$ cat src/rtl/pulse_burst_pkg.sv
// Shared definitions for pulse_burst_gen: FSM state encoding and default counter width.
package pulse_burst_pkg;

  localparam int PULSE_BURST_CNT_W = 8;

  typedef enum logic [1:0] {
    ST_IDLE = 2'b00,
    ST_HIGH = 2'b01,
    ST_LOW  = 2'b10,
    ST_DONE = 2'b11
  } state_e;

endpackage

$ cat src/rtl/pulse_burst_gen_rise_detect.sv
// Rising-edge detector for the trigger level; stays disarmed for the first cycle after
// reset so a level already high at reset release is not mistaken for a new edge.
module rise_detect (
  input  logic clk,
  input  logic rst,
  input  logic d,
  output logic rise
);

  logic q_r;
  logic armed_r;

  // Delayed copy of d plus the post-reset arm flag.
  always_ff @(posedge clk) begin
    if (rst) begin
      q_r     <= 1'b0;
      armed_r <= 1'b0;
    end else begin
      q_r     <= d;
      armed_r <= 1'b1;
    end
  end

  assign rise = d & ~q_r & armed_r;

endmodule

$ cat src/rtl/pulse_burst_gen.sv
// Configurable pulse-burst generator (IDLE/HIGH/LOW/DONE FSM).
// Define PULSE_BURST_GEN_RETRIGGER_EN to let a new trigger edge restart a running burst.
module pulse_burst_gen
  import pulse_burst_pkg::*;
#(
  parameter int CNT_W = PULSE_BURST_CNT_W
) (
  input  logic             clk,
  input  logic             rst,
  input  logic             trigger,
  input  logic             abort,
  input  logic [CNT_W-1:0] num_pulses,
  input  logic [CNT_W-1:0] high_cycles,
  input  logic [CNT_W-1:0] low_cycles,
  output logic             pulse,
  output logic             busy,
  output logic             done,
  output logic [CNT_W-1:0] pulse_idx
);

  localparam logic [CNT_W-1:0] CNT_ZERO = {CNT_W{1'b0}};
  localparam logic [CNT_W-1:0] CNT_ONE  = {{(CNT_W-1){1'b0}}, 1'b1};

  state_e           state_r;
  state_e           state_nxt_s;
  logic [CNT_W-1:0] num_lat_r;
  logic [CNT_W-1:0] high_lat_r;
  logic [CNT_W-1:0] low_lat_r;
  logic [CNT_W-1:0] cnt_r;
  logic [CNT_W-1:0] idx_r;
  logic [CNT_W-1:0] idx_inc_s;
  logic             start_s;
  logic             retrig_s;
  logic             in_burst_s;
  logic             accept_s;
  logic             cnt_zero_s;
  logic             last_s;
  logic             pulse_r, busy_r, done_r;
  logic             pulse_nxt_s, busy_nxt_s, done_nxt_s;

  // Phase counter reload value: counts down to zero, a zero length behaves as one cycle.
  function automatic logic [CNT_W-1:0] phase_last(input logic [CNT_W-1:0] len);
    if (len == CNT_ZERO) begin
      return CNT_ZERO;
    end else begin
      return len - CNT_ONE;
    end
  endfunction

  rise_detect u_rise_detect (
    .clk  (clk),
    .rst  (rst),
    .d    (trigger),
    .rise (start_s)
  );

`ifdef PULSE_BURST_GEN_RETRIGGER_EN
  assign retrig_s = start_s;
`else
  assign retrig_s = 1'b0;
`endif

  // Abort beats any start while a burst runs; outside IDLE a start counts only when retriggering.
  assign in_burst_s = (state_r == ST_HIGH) || (state_r == ST_LOW);
  assign accept_s   = start_s && ((state_r == ST_IDLE) || retrig_s) && !(abort && in_burst_s);
  assign idx_inc_s  = idx_r + CNT_ONE;
  assign cnt_zero_s = (cnt_r == CNT_ZERO);
  assign last_s     = (idx_inc_s == num_lat_r);

  // State and output flops; outputs are decoded from the next state so they come from a flop.
  always_ff @(posedge clk) begin
    if (rst) begin
      state_r <= ST_IDLE;
      pulse_r <= 1'b0;
      busy_r  <= 1'b0;
      done_r  <= 1'b0;
    end else begin
      state_r <= state_nxt_s;
      pulse_r <= pulse_nxt_s;
      busy_r  <= busy_nxt_s;
      done_r  <= done_nxt_s;
    end
  end

  // Next-state selection.
  always_comb begin
    state_nxt_s = state_r;
    if (accept_s) begin
      state_nxt_s = (num_pulses == CNT_ZERO) ? ST_DONE : ST_HIGH;
    end else begin
      case (state_r)
        ST_IDLE: state_nxt_s = ST_IDLE;
        ST_HIGH: begin
          if (abort) begin
            state_nxt_s = ST_DONE;
          end else if (cnt_zero_s) begin
            state_nxt_s = last_s ? ST_DONE : ST_LOW;
          end else begin
            state_nxt_s = ST_HIGH;
          end
        end
        ST_LOW: begin
          if (abort) begin
            state_nxt_s = ST_DONE;
          end else if (cnt_zero_s) begin
            state_nxt_s = ST_HIGH;
          end else begin
            state_nxt_s = ST_LOW;
          end
        end
        ST_DONE: state_nxt_s = ST_IDLE;
        default: state_nxt_s = ST_IDLE;
      endcase
    end
  end

  // Output decode of the next state.
  always_comb begin
    pulse_nxt_s = 1'b0;
    busy_nxt_s  = 1'b0;
    done_nxt_s  = 1'b0;
    case (state_nxt_s)
      ST_IDLE: pulse_nxt_s = 1'b0;
      ST_HIGH: begin
        pulse_nxt_s = 1'b1;
        busy_nxt_s  = 1'b1;
      end
      ST_LOW:  busy_nxt_s = 1'b1;
      ST_DONE: done_nxt_s = 1'b1;
      default: pulse_nxt_s = 1'b0;
    endcase
  end

  // Config latches, phase counter and pulse index; an aborted phase never counts as a pulse.
  always_ff @(posedge clk) begin
    if (rst) begin
      num_lat_r  <= CNT_ZERO;
      high_lat_r <= CNT_ZERO;
      low_lat_r  <= CNT_ZERO;
      cnt_r      <= CNT_ZERO;
      idx_r      <= CNT_ZERO;
    end else if (accept_s) begin
      num_lat_r  <= num_pulses;
      high_lat_r <= high_cycles;
      low_lat_r  <= low_cycles;
      cnt_r      <= phase_last(high_cycles);
      idx_r      <= CNT_ZERO;
    end else begin
      case (state_r)
        ST_HIGH: begin
          if (!abort && cnt_zero_s) begin
            idx_r <= idx_inc_s;
            cnt_r <= phase_last(low_lat_r);
          end else if (!abort) begin
            cnt_r <= cnt_r - CNT_ONE;
          end else begin
            cnt_r <= cnt_r;
          end
        end
        ST_LOW: begin
          if (!abort && cnt_zero_s) begin
            cnt_r <= phase_last(high_lat_r);
          end else if (!abort) begin
            cnt_r <= cnt_r - CNT_ONE;
          end else begin
            cnt_r <= cnt_r;
          end
        end
        default: cnt_r <= cnt_r;
      endcase
    end
  end

  assign pulse     = pulse_r;
  assign busy      = busy_r;
  assign done      = done_r;
  assign pulse_idx = idx_r;

endmodule

$ cat config.mk
export PLATFORM = sky130hd
export DESIGN_NAME = pulse_burst_gen
export DESIGN_NICKNAME = d
export VERILOG_FILES = /design/src/rtl/pulse_burst_pkg.sv /design/src/rtl/pulse_burst_gen_rise_detect.sv /design/src/rtl/pulse_burst_gen.sv
export SDC_FILE = /design/constraint.sdc
export NUM_CORES = 1
export LEC_CHECK = 0
export BUFFER_PORTS_ARGS = -buffer_cell sky130_fd_sc_hd__buf_2
export CELL_PAD_IN_SITES_DETAIL_PLACEMENT = 1
export CELL_PAD_IN_SITES_GLOBAL_PLACEMENT = 2
export CORE_MARGIN = 4
export CORE_UTILIZATION = 23
export CTS_BUF_LIST = sky130_fd_sc_hd__clkbuf_8
export DETAILED_ROUTE_END_ITERATION = 16
export PLACE_DENSITY = 0.7
export SYNTH_ARGS = -nofsm -noshare
export SYNTH_HDL_FRONTEND = slang
export SYNTH_HIERARCHICAL = 1
export SYNTH_SLANG_ARGS = --single-unit
$ cat constraint.sdc
create_clock -name clk -period 2.5 [get_ports clk]
set_input_delay 0.375 -clock clk [delete_from_list [all_inputs] [get_ports clk]]
set_output_delay 0.375 -clock clk [all_outputs]
set_load 0.005 [all_outputs]
Word level (Yosys, flattened, before mapping)
Cells that the tools add are included.

Multiplexer cells: 20. Reductions and logical operators: 18. Add/subtract/negate cells: 5. Bitwise gates (word level): 3. Equal/unequal tests: 7.

Operators by type and width (count): 8-bit 2-to-1 mux (7); 8-bit zero test (5); 8-bit by 1-bit subtractor with 8-bit output, second input constant (4); 8-bit one-hot mux with 2 select lines (1); 2-bit 2-to-1 mux (6); 8-bit by 1-bit adder with 8-bit output, second input constant (1); 2-bit equality test, second input constant (4); 8-bit equality test (1); 2-bit one-hot mux with 3 select lines (1); 2-bit OR reduction (3); 1-bit 2-to-1 mux (5); 2-bit by 1-bit equality test with 1-bit output, second input constant (2); 1-bit logical AND (4); 3-bit nonzero test (1); 1-bit bitwise AND (2); 1-bit zero test (2); 2-bit zero test (1); 2-bit AND reduction (1); 1-bit logical OR (1); 1-bit inverter (1).

Word-level logic and storage cells: 64. Input bits: 28. Output and inout bits: 11. Flip-flop bits (word level): 47.

Depth between registers and ports, before layout
Gate-level depths: netlist of run 1.

Word-level depth: 10. Gate-level depth with buffers: 10. Depth with buffers taken out: 9.

By module
Netlist of run 1, hierarchy kept.

Modules (own cells, without submodules): pulse_burst_gen (sequential area each 900.9 sq um, instances 1, cells each 350, area an instance 2756.4 sq um); rise_detect (sequential area each 40.0 sq um, instances 1, cells each 5, area an instance 58.8 sq um).

Least setup slack after synthesis of run 1
No wires, ideal clock.

Path kind: register to register. Start: register idx_r[2] (netlist: pulse_idx[2]). End: register busy_r (netlist: busy). Stages on the path, launching flop included: 9. Slack: 0.393 ns. Arrival time: 2.040 ns. Path through: dfxtp_1 -> clkbuf_1 -> and4_1 -> nand4_1 -> a2111oi_0 -> o211ai_1 -> a21boi_0 -> ha_1 -> nor2_1.

Cells in the longest elaborated chain, start to end: 10.

RTL lines: start: declaration (RTL line pulse_burst_gen.sv:30) `logic [CNT_W-1:0] idx_r;`; start signal: assignment (RTL line pulse_burst_gen.sv:152) `idx_r <= idx_inc_s;`; 8-bit by 1-bit adder with 8-bit output (*) (RTL line pulse_burst_gen.sv:66) `assign idx_inc_s = idx_r + CNT_ONE;`; 8-bit equality test (*) (RTL line pulse_burst_gen.sv:68) `assign last_s = (idx_inc_s == num_lat_r);`; 1-bit 2-to-1 mux (*) (RTL line pulse_burst_gen.sv:97) `state_nxt_s = last_s ? ST_DONE : ST_LOW;`; 2-bit 2-to-1 mux (*) (RTL line pulse_burst_gen.sv:96) `end else if (cnt_zero_s) begin`; 2-bit 2-to-1 mux (*) (RTL line pulse_burst_gen.sv:94) `if (abort) begin`; 2-bit one-hot mux with 3 select lines (*) (RTL line pulse_burst_gen.sv:91) `case (state_r)`; 2-bit 2-to-1 mux (*) (RTL line pulse_burst_gen.sv:88) `if (accept_s) begin`; 2-bit equality test / 2-bit by 1-bit equality test with 1-bit output (equally long branches) (RTL line pulse_burst_gen.sv:122) `case (state_nxt_s)`; 2-bit OR reduction (no source line) (*); 1-bit 2-to-1 mux (*) (RTL line pulse_burst_gen.sv:122); end signal: assignment (RTL line pulse_burst_gen.sv:80) `busy_r <= busy_nxt_s;`; end: declaration (RTL line pulse_burst_gen.sv:38) `logic pulse_r, busy_r, done_r;`.

Mark *: on every way between the ends. The rest lies on a longest branch, timed or not. A chain may end at the register's enable or synchronous reset.

Worst setup path after layout of run 1
Start: register idx_r[1] (netlist: pulse_idx[1]). End: register busy_r (netlist: busy).

Cells in the longest elaborated chain, start to end: 10.

RTL lines: 8-bit by 1-bit adder with 8-bit output (*) (RTL line pulse_burst_gen.sv:66); net idx_inc_s[1] (RTL line pulse_burst_gen.sv:31) `logic [CNT_W-1:0] idx_inc_s;`; 8-bit equality test (*) (RTL line pulse_burst_gen.sv:68); 1-bit 2-to-1 mux (*) (RTL line pulse_burst_gen.sv:97); 2-bit 2-to-1 mux (*) (RTL line pulse_burst_gen.sv:96); 2-bit 2-to-1 mux (*) (RTL line pulse_burst_gen.sv:94); 2-bit one-hot mux with 3 select lines (*) (RTL line pulse_burst_gen.sv:91); 2-bit 2-to-1 mux (*) (RTL line pulse_burst_gen.sv:88); 2-bit equality test / 2-bit by 1-bit equality test with 1-bit output (equally long branches) (RTL line pulse_burst_gen.sv:122); 2-bit OR reduction (no source line) (*); 1-bit 2-to-1 mux (*) (RTL line pulse_burst_gen.sv:122).

The timed path passes the listed nets; every way through them passes the cells marked *.

==> impl_metrics.ini, run 1 <==
[clocking]
clock_latency_ps = 310
post_cts_buffers = 0
h-tree-depth = 2
cts_tree = built
cts_buffers = 5
cts_hold_buffers = 0
path_clk_slew_ps = 100
clkSinkCount = 47
cts_root_buffer = clkbuf_8
clock_path_buffers = 2
cts_resized = 0

[timing]
max_freq_mhz = 442.0
setup_viol = 0
fin_tns_setup_ps = 0
tightest_slew_ps = 638.3
final.setup_skew_ps = 8.511
slew_headroom_pct = 57.05
period_share_pct = 90.51
rsz0062_at_grt = no
hold_viol_final = 0
period_needed_ps = 2263
report.final.slew_viol_count = 0

[drt]
drtIter0Drc = 124
via_count = 2662
ant_nets = 0
first_pass_iters = 5
route.detailed.drc = 0
wire_per_inst_um = 15.42
wl_um = 8386
viasPerCell = 4.893

[yosys]
async_flop_share_pct = 0
synthTopCellsByArea = dfxtp_1 (33%), nand2_1 (7.6%), a21oi_1 (6.0%)
synth_warnings = 6
yosysTopAreaCell = dfxtp_1
synth_top_family_by_area = simple AND/OR/NAND/NOR gates
ys.flop_type = dfxtp_1
synth_xor_area_share_pct = 8.400
synthSimpleGateAreaFrac_pct = 24.04
syn_area_sq_um = 2815
ys_types = 60
synth.area.mux_share_pct = 1.778
seq_area_frac_synth_pct = 33.42
synth-edff-count = 0
synth_compound_area_share_pct = 22.04
netlist.area_leader.share_pct = 33.42
syn_area_per_cell_sq_um = 7.930
synth_cells = 355
synth_commonest_cells = nand2_1 (57), dfxtp_1 (47), a21oi_1 (34), nor2_1 (30), inv_1 (21)
syn_nets = 395
synth_most_common_cell = nand2_1
ys_seq_elements = 47
synth-adder-area-share_pct = 5.333

[worst_setup_path]
crit_start = pulse_idx[1]
endpoint_kind = flop
cp_slowest_cell = dfxtp_1
start_kind = flop
path_class = reg2reg
critical_path.top_delay_family = compound AO/OA/AOI/OAI gates
r2r_start = pulse_idx[1]
critPathMaxStageDelay_ps = 430
critical_path_buf_inv_count = 0
cp.arrival_ps = 2520
crit_top_cell = ha_1
crit_required_ps = 2760
path_cells = ha_1 > xor2_1 > a2111oi_0 > o211ai_1 > a21boi_0 > ha_1 > nor2_1
crit_fanout = 6

[power_and_ir_drop]
leakage_nw = 1.344
peakVddDrop_uv = 209.9
powerDensity_nw_per_um2 = 773.7
p_total_mw = 2.570

[floorplan]
die_area_sq_um = 14070
start_util_pct = 23.44
die_h_um = 118.6
core_sq_um = 12010
num_io_pins = 39
die_x_um = 118.6
rows = 40

[global_route]
grt_antenna_before_repair = 0
groute.usage.overall_pct = 12.18
grt_pass1_wl_um = 14070
grt.overflow.total = 0
grt_start_max_net_pins = 30
grt_pass1_vias = 2788

[finish]
antennaDiodeCount = 0
drive_gt1_share_pct = 16.88
syn2layout_area_growth_pct = 18.00
fin_cells = 544
nets = 436

[placement]
port_buffers = 38
dp.cells = 536
gp_congestion = 0.7637
hpwl_um = 6579

[min_path]
hp-class = in2reg
min_from = low_cycles[7]

[job]
maxCapViolations = 0

[run_status]
status = complete, no violations
area by class of cell:
type                    instances  area [sq um]
fillers                      1466          8690
multi-input cells             271          1734
flip-flops and latches         47         940.9
repair buffers                 50         280.3
well taps                     147         183.9
clock buffers                   7         96.34
inverters                      21         78.83
clock inverters                 1         7.507
cells in the final DEF (no fill, tap or decap), types with 2 or more instances in the layout:
master / n
ha_1: 12
o31ai_1: 4
a22oi_1: 3
a31o_2: 2
o31a_1: 2
o32ai_1: 2
mux2i_1: 5
nor3b_1: 3
xor2_1: 11
o2111ai_1: 2
o221ai_1: 2
xnor2_1: 16
buf_4: 12
dfxtp_1: 47
clkbuf_8: 7
a21boi_0: 3
and4_1: 2
nor4_1: 5
o21ai_0: 9
nor2_1: 30
o211ai_1: 4
a221oi_1: 2
a21oi_1: 34
or3_1: 3
o22a_1: 2
buf_2: 38
and3_1: 3
inv_1: 21
nand3_1: 4
a31oi_1: 6
and2_1: 2
nor3_1: 7
or4_1: 4
nand4_1: 3
nor2b_1: 3
nand2_1: 57
through the flow:
stage	utilization, %	instance area [sq um]	setup slack (ps)	hold WS [ps]
after global placement	26.79	3218	347.3	465.2
final	27.66	3322	237.4	292.3
after global routing	27.66	3322	94.31	288.1
after detailed placement	26.79	3218	238.9	471.9
after floorplan	-	2815	393.4	431.5
after CTS	27.66	3322	223.4	285.9
report_power, final:
part	leakage (nW)	total [mW]	switching [mW]	internal [mW]
combinational	0.911	1.07	0.607	0.462
clock	0.0505	0.536	0.284	0.252
sequential	0.383	0.965	0.116	0.849
total	1.34	2.57	1.01	1.56
cell families after synthesis:
kind of cell    Yosys count
compound gates           91
xor+xnor                 27
fa+ha+maj                12
buf+inv                  37
flops                    47
mux                       5
simple gates            136
sequential cells by signal, indices dropped and copies added (netlist names):
register and cells:
state_r 2, num_lat_r 8, done 1, u_rise_detect/q_r 1, u_rise_detect/armed_r 1, cnt_r 8, high_lat_r 8, low_lat_r 8
pulse_idx 8, pulse 1, busy 1
tightest hold or removal path, cell delays in order:
cell     delay, ps
buf_2           90
nand2_1         50
a21oi_1         50
worst paths after layout:
path / cells past startpoint / end / slack (ps)
min: 3 / low_lat_r[7] / 290
min reg2reg: 2 / num_lat_r[3] / 480
max: 7 / busy / 240
max reg2reg: 7 / busy / 240
per-layer routing:
| layer | track usage (%) | vias to the layer above | wire (um) |
|---|---|---|---|
| li1 | - | 1344 | - |
| met1 | 15.56 | 1280 | 4088 |
| met2 | 20.96 | 32 | 3989 |
| met3 | 2.536 | 6 | 221 |
| met4 | 2.896 | 0 | 86 |
| met5 | 0 | - | 0 |
Note: power is estimated with default switching activity, not from simulation.
==> run 2, diff against run 1 <==
SETUP_SLACK_MARGIN = 0.5   (was not set)
==> run 2 against run 1 <==
  * Clock-buffer cell count is 2 lower
  * Sequential power barely moved
  * Via count rose by 1.3%
  * Critical endpoint is now cnt_r[0]
  * Die area did not move
  * Sequential cell count is the same
  * Wire length is 5.3% higher
==> impl_metrics.ini, run 2 (synthesized netlist as in run 1, its figures left out) <==
[run_status]
status = complete, no violations

[timing]
rsz0062_at_grt = yes
slew_headroom_pct = 66.26
final.setup_skew_ps = 8.402
period_share_pct = 78.46
setup_viol = 0
setup_ws_ps = 538.4
period_needed_ps = 1962
hold_viol_final = 0
report.final.slew_viol_count = 0
max_freq_mhz = 509.8
tightest_slew_ps = 501.5
fin_tns_setup_ps = 0

[power_and_ir_drop]
power.switching_mw = 1.057
peakVddDrop_uv = 328.5
pwr-share-clk_pct = 21.3
leakage_nw = 1.366
powerDensity_nw_per_um2 = 779.4
p_sw_share_pct = 39.15
internal-power_mw = 1.643
power_frac_comb_pct = 42.8
seq_power_share_pct = 35.9

[drt]
via_count = 2696
wire_per_inst_um = 16.29
wl_um = 8830
drtIter0Drc = 115
viasPerCell = 4.974
ant_nets = 0
route.detailed.drc = 0
first_pass_iters = 4

[finish]
fin_area_sq_um = 3465
nets = 435
final_common_cell = nand2_1
antennaDiodeCount = 0
final_cell_mix = nand2_1 (56), dfxtp_1 (38), buf_2 (38), a21oi_1 (34), nor2_1 (29)
syn2layout_area_growth_pct = 23.07
utilization_pct = 28.84
drive_gt1_share_pct = 22.03

[floorplan]
start_util_pct = 23.44
core_sq_um = 12010
num_io_pins = 39
rows = 40
die_h_um = 118.6
die_area_sq_um = 14070
die_x_um = 118.6

[worst_setup_path]
cp.arrival_ps = 2180
path_class = reg2reg
cp_slowest_cell = or4_4
critical_path.top_delay_family = compound AO/OA/AOI/OAI gates
critPathMaxStageDelay_ps = 570
path_cells = or4_4 > o41ai_4 > buf_4 > o22a_1 > nor2_1 > o311a_1
start_kind = flop
endpoint_kind = flop
crit_fanout = 6
critical_path_buf_inv_count = 1
crit_required_ps = 2710

[clocking]
h-tree-depth = 2
cts_tree = built
path_clk_slew_ps = 90
cts_root_buffer = clkbuf_8
cts_buffers = 5
clock_latency_ps = 330
clock_path_buffers = 2
cts_hold_buffers = 0
clkSinkCount = 47

[global_route]
groute.usage.overall_pct = 12.33
grt_antenna_before_repair = 0
grt.overflow.total = 0
grt_pass1_vias = 2722
grt_pass1_wl_um = 13880
grt_start_max_net_pins = 38

[placement]
port_buffers = 38
hpwl_um = 6367
dpl_cell_area_sq_um = 3173
dp_worst_setup_slack_ps = 307.7
gp_congestion = 0.7718

[job]
maxCapViolations = 0

[min_path]
hp-class = in2reg
## run 2: cell count changes in the layout (fill, tap and decap cells not counted), sizes merged
cell,previous run,this run
inv,21,22
clkbuf,7,6
buf,50,48
bufinv,0,1
clkinvlp,1,0
## run 2: final cells by class
class	count	area (sq um)
clock buffer	5	68.82
inverter	21	78.83
sequential	47	962.2
timing repair buffer	49	315.3
tap	147	183.9
multi-input combinational	271	1822
clock inverter	2	33.78
fill	1456	8547
## run 2: final timing paths
path                  from           endpoint  slack (ps)  cells past startpoint
max          high_lat_r[3]           cnt_r[0]         540                      6
min                trigger  u_rise_detect/q_r         280                      2
max reg2reg  high_lat_r[3]           cnt_r[0]         540                      6
min reg2reg   num_lat_r[3]       num_lat_r[3]         480                      2
## run 2: per-stage QoR
stage	instances	total power, mW	hold WS [ps]
3_5_place_dp	530	2.032	470.5
6_report	542	2.700	276.2
2_1_floorplan	355	1.709	431.5
4_1_cts	540	2.678	269.4
3_3_place_gp	530	2.005	455.1
5_1_grt	542	2.902	267.9
## run 2: repair_timing
item | in CTS | in global routing
endpoints found under the setup margin | 12 | 13
resized for setup | 15 | 23
endpoints found under the hold margin | 0 | 0
gates cloned | 0 | 1
pin swaps | 4 | 6
buffers inserted | 3 | 1
## run 2: worst reg2reg max path, stage by stage (launching register included)
cell and delay, ps:
dfxtp_2 350, or4_4 570, o41ai_4 220, buf_4 200
o22a_1 180, nor2_1 50, o311a_1 290
## run 2: layer usage
layer  track usage, %  routed length, um  up-vias
li1                 -                  -     1344
met1            15.10               4124     1306
met2            20.85               4249       37
met3            3.636                309        9
met4            3.693                146        0
met5                0                  0        -
## run 2: power groups by stage
stage | registers [mW] | clock network, mW | logic [mW]
finish | 0.968 | 0.576 | 1.16
global route | 0.983 | 0.631 | 1.29
CTS | 0.968 | 0.605 | 1.11
detailed placement | 0.984 | 0 | 1.05
global placement | 0.979 | 0 | 1.03
floorplan | 0.944 | 0 | 0.765
==> run 3, diff against run 2 <==
PLACE_DENSITY = 0.72   (was 0.7)
clock period = 1.8 ns   (was 2.5 ns; I/O delays follow)
==> run 3 against run 2 <==
  * The run now ends with setup timing left
  * Register-to-register slack worse by 680 ps
  * Clock-buffer cell count stayed put
  * Core utilization increased by 11 points
  * Sequential power is 37% higher
  * Critical path depth unchanged
  * Via count grew 12%
  * Clock skew grew 3.5 ps
  * Sequential cell count is the same
  * Critical path type unchanged
  * Largest cell class unchanged
==> impl_metrics.ini, run 3 (synthesized netlist as in run 1, its figures left out) <==
[run_status]
status = finished with violations
violations = setup timing

[floorplan]
rows = 40
num_io_pins = 39
start_util_pct = 23.44
die_x_um = 118.6
core_sq_um = 12010
die_h_um = 118.6
die_area_sq_um = 14070

[timing]
report.final.slew_viol_count = 0
fin_tns_setup_ps = -814.3
rsz0062_at_grt = yes
setup_viol = 11
hold_viol_final = 0
final.setup_skew_ps = 11.88
setup_ws_ps = -143.1
slew_headroom_pct = 70.32
period_share_pct = 107.9
period_needed_ps = 1943
max_freq_mhz = 514.7
tightest_slew_ps = 441.4
hold-worst-slack_ps = 167.8

[drt]
route.met3.wl_um = 338
via_count = 3030
met2_length_um = 5186
wire_per_inst_um = 16.23
route.detailed.drc = 0
highest_layer = met4
drtIter0Drc = 102
viasPerCell = 4.840
wl_met1_um = 4467
wl_um = 10160
first_pass_iters = 4
ant_nets = 0

[worst_setup_path]
crit_required_ps = 2080
endpoint_kind = flop
cp_slowest_cell = or4_4
start_kind = flop
critPathMaxStageDelay_ps = 560
crit_start = high_lat_r[2]
cp-endpoint = cnt_r[7]
regToRegSetupSlack_ps = -140
path_cells = or4_4 > buf_6 > nor4_4 > mux2i_1 > a211oi_1 > o31a_1
path_class = reg2reg
cp.arrival_ps = 2220
worstReg2RegEnd = cnt_r[7]
r2r_start = high_lat_r[2]
r2r_cells = 6
crit_fanout = 2

[clocking]
clock_latency_ps = 330
path_clk_slew_ps = 100
cts_tree = built
clock_path_buffers = 2
cts_root_buffer = clkbuf_8
clkSinkCount = 47
h-tree-depth = 2
cts_buffers = 5

[job]
maxCapViolations = 0

[global_route]
groute.usage.overall_pct = 14.50
grt_pass1_vias = 3172
grt_start_max_net_pins = 18
grt_pass1_wl_um = 16370
grt.overflow.total = 0
grt_antenna_before_repair = 0

[power_and_ir_drop]
peakVddDrop_uv = 286.1
p_total_mw = 4.596
leakage_nw = 2.009
powerDensity_nw_per_um2 = 950.6

[finish]
utilization_pct = 40.25
final_cell_mix = buf_4 (69), buf_2 (37), dfxtp_1 (35), nand2_1 (29), a21oi_2 (26)
syn2layout_area_growth_pct = 71.73
fin_area_sq_um = 4835
drive_gt1_share_pct = 54.07
final_common_cell = buf_4
antennaDiodeCount = 0
nets = 518

[placement]
gp_congestion = 0.8208
port_buffers = 38
hpwl_um = 7257
dpl_cell_area_sq_um = 3737

[min_path]
hp-class = in2reg
## run 3: changes by cell type in the layout (fill, tap and decap cells not counted), moves of 5 or more
cell,previous run,this run
nor2_1,29,23
a21oi_1,34,7
nand2_4,0,23
buf_12,2,9
nor2_4,0,5
buf_6,0,11
buf_4,8,69
nand2_1,56,29
a21oi_2,0,26
## run 3: report_power, final
part | leakage (nW) | switching (mW) | internal, mW
Clock | 0.0453 | 0.411 | 0.267
Sequential | 0.389 | 0.139 | 1.19
Combinational | 1.57 | 1.26 | 1.34
Total | 2.01 | 1.81 | 2.79
## run 3: cell type report
type	count	area (sq um)
Clock buffer	5	68.82
Clock inverter	3	16.27
Inverter	21	81.33
Multi-Input combinational cell	271	2390
Tap cell	147	183.9
Timing Repair Buffer	132	1131
Fill cell	1378	7177
Sequential cell	47	963.4
## run 3: worst min-delay path by stage
stage / startpoint / end / slack [ps] / cells past startpoint
2_1_floorplan: rst / u_rise_detect/armed_r / 330 / 1
3_3_place_gp: num_lat_r[6] / num_lat_r[6] / 460 / 2
3_5_place_dp: num_lat_r[3] / num_lat_r[3] / 470 / 2
4_1_cts: trigger / u_rise_detect/q_r / 150 / 2
5_1_grt: low_cycles[6] / low_lat_r[6] / 170 / 3
6_report: trigger / u_rise_detect/q_r / 170 / 2
## run 3: per-layer routing
layer | GRT usage [%] | up-vias
met5 | 0 | -
met4 | 3.910 | 0
met3 | 2.584 | 10
met2 | 26.22 | 44
met1 | 17.58 | 1464
li1 | - | 1512
## run 3: worst max-delay path: cells and delay by family, from the launching register on
kind | cells | cell delay, ps
AOI/OAI and AO/OA | 2 | 580
DFF | 1 | 330
muxes | 1 | 130
and+or+nand+nor | 2 | 710
buffers and inverters | 1 | 150
## run 3: repair_timing
action,CTS,global route
setup endpoints to repair,46,47
buffers inserted,22,6
pin swaps,46,31
gates cloned,4,0
hold buffers,0,0
resized for setup,87,71
## run 3: through the flow
stage,instances,worst slack [ps]
final,626,-143.1
after detailed placement,586,-220.3
after floorplan,355,-88.96
after global placement,586,-154.2
after global routing,626,-218.5
after CTS,620,-152.7
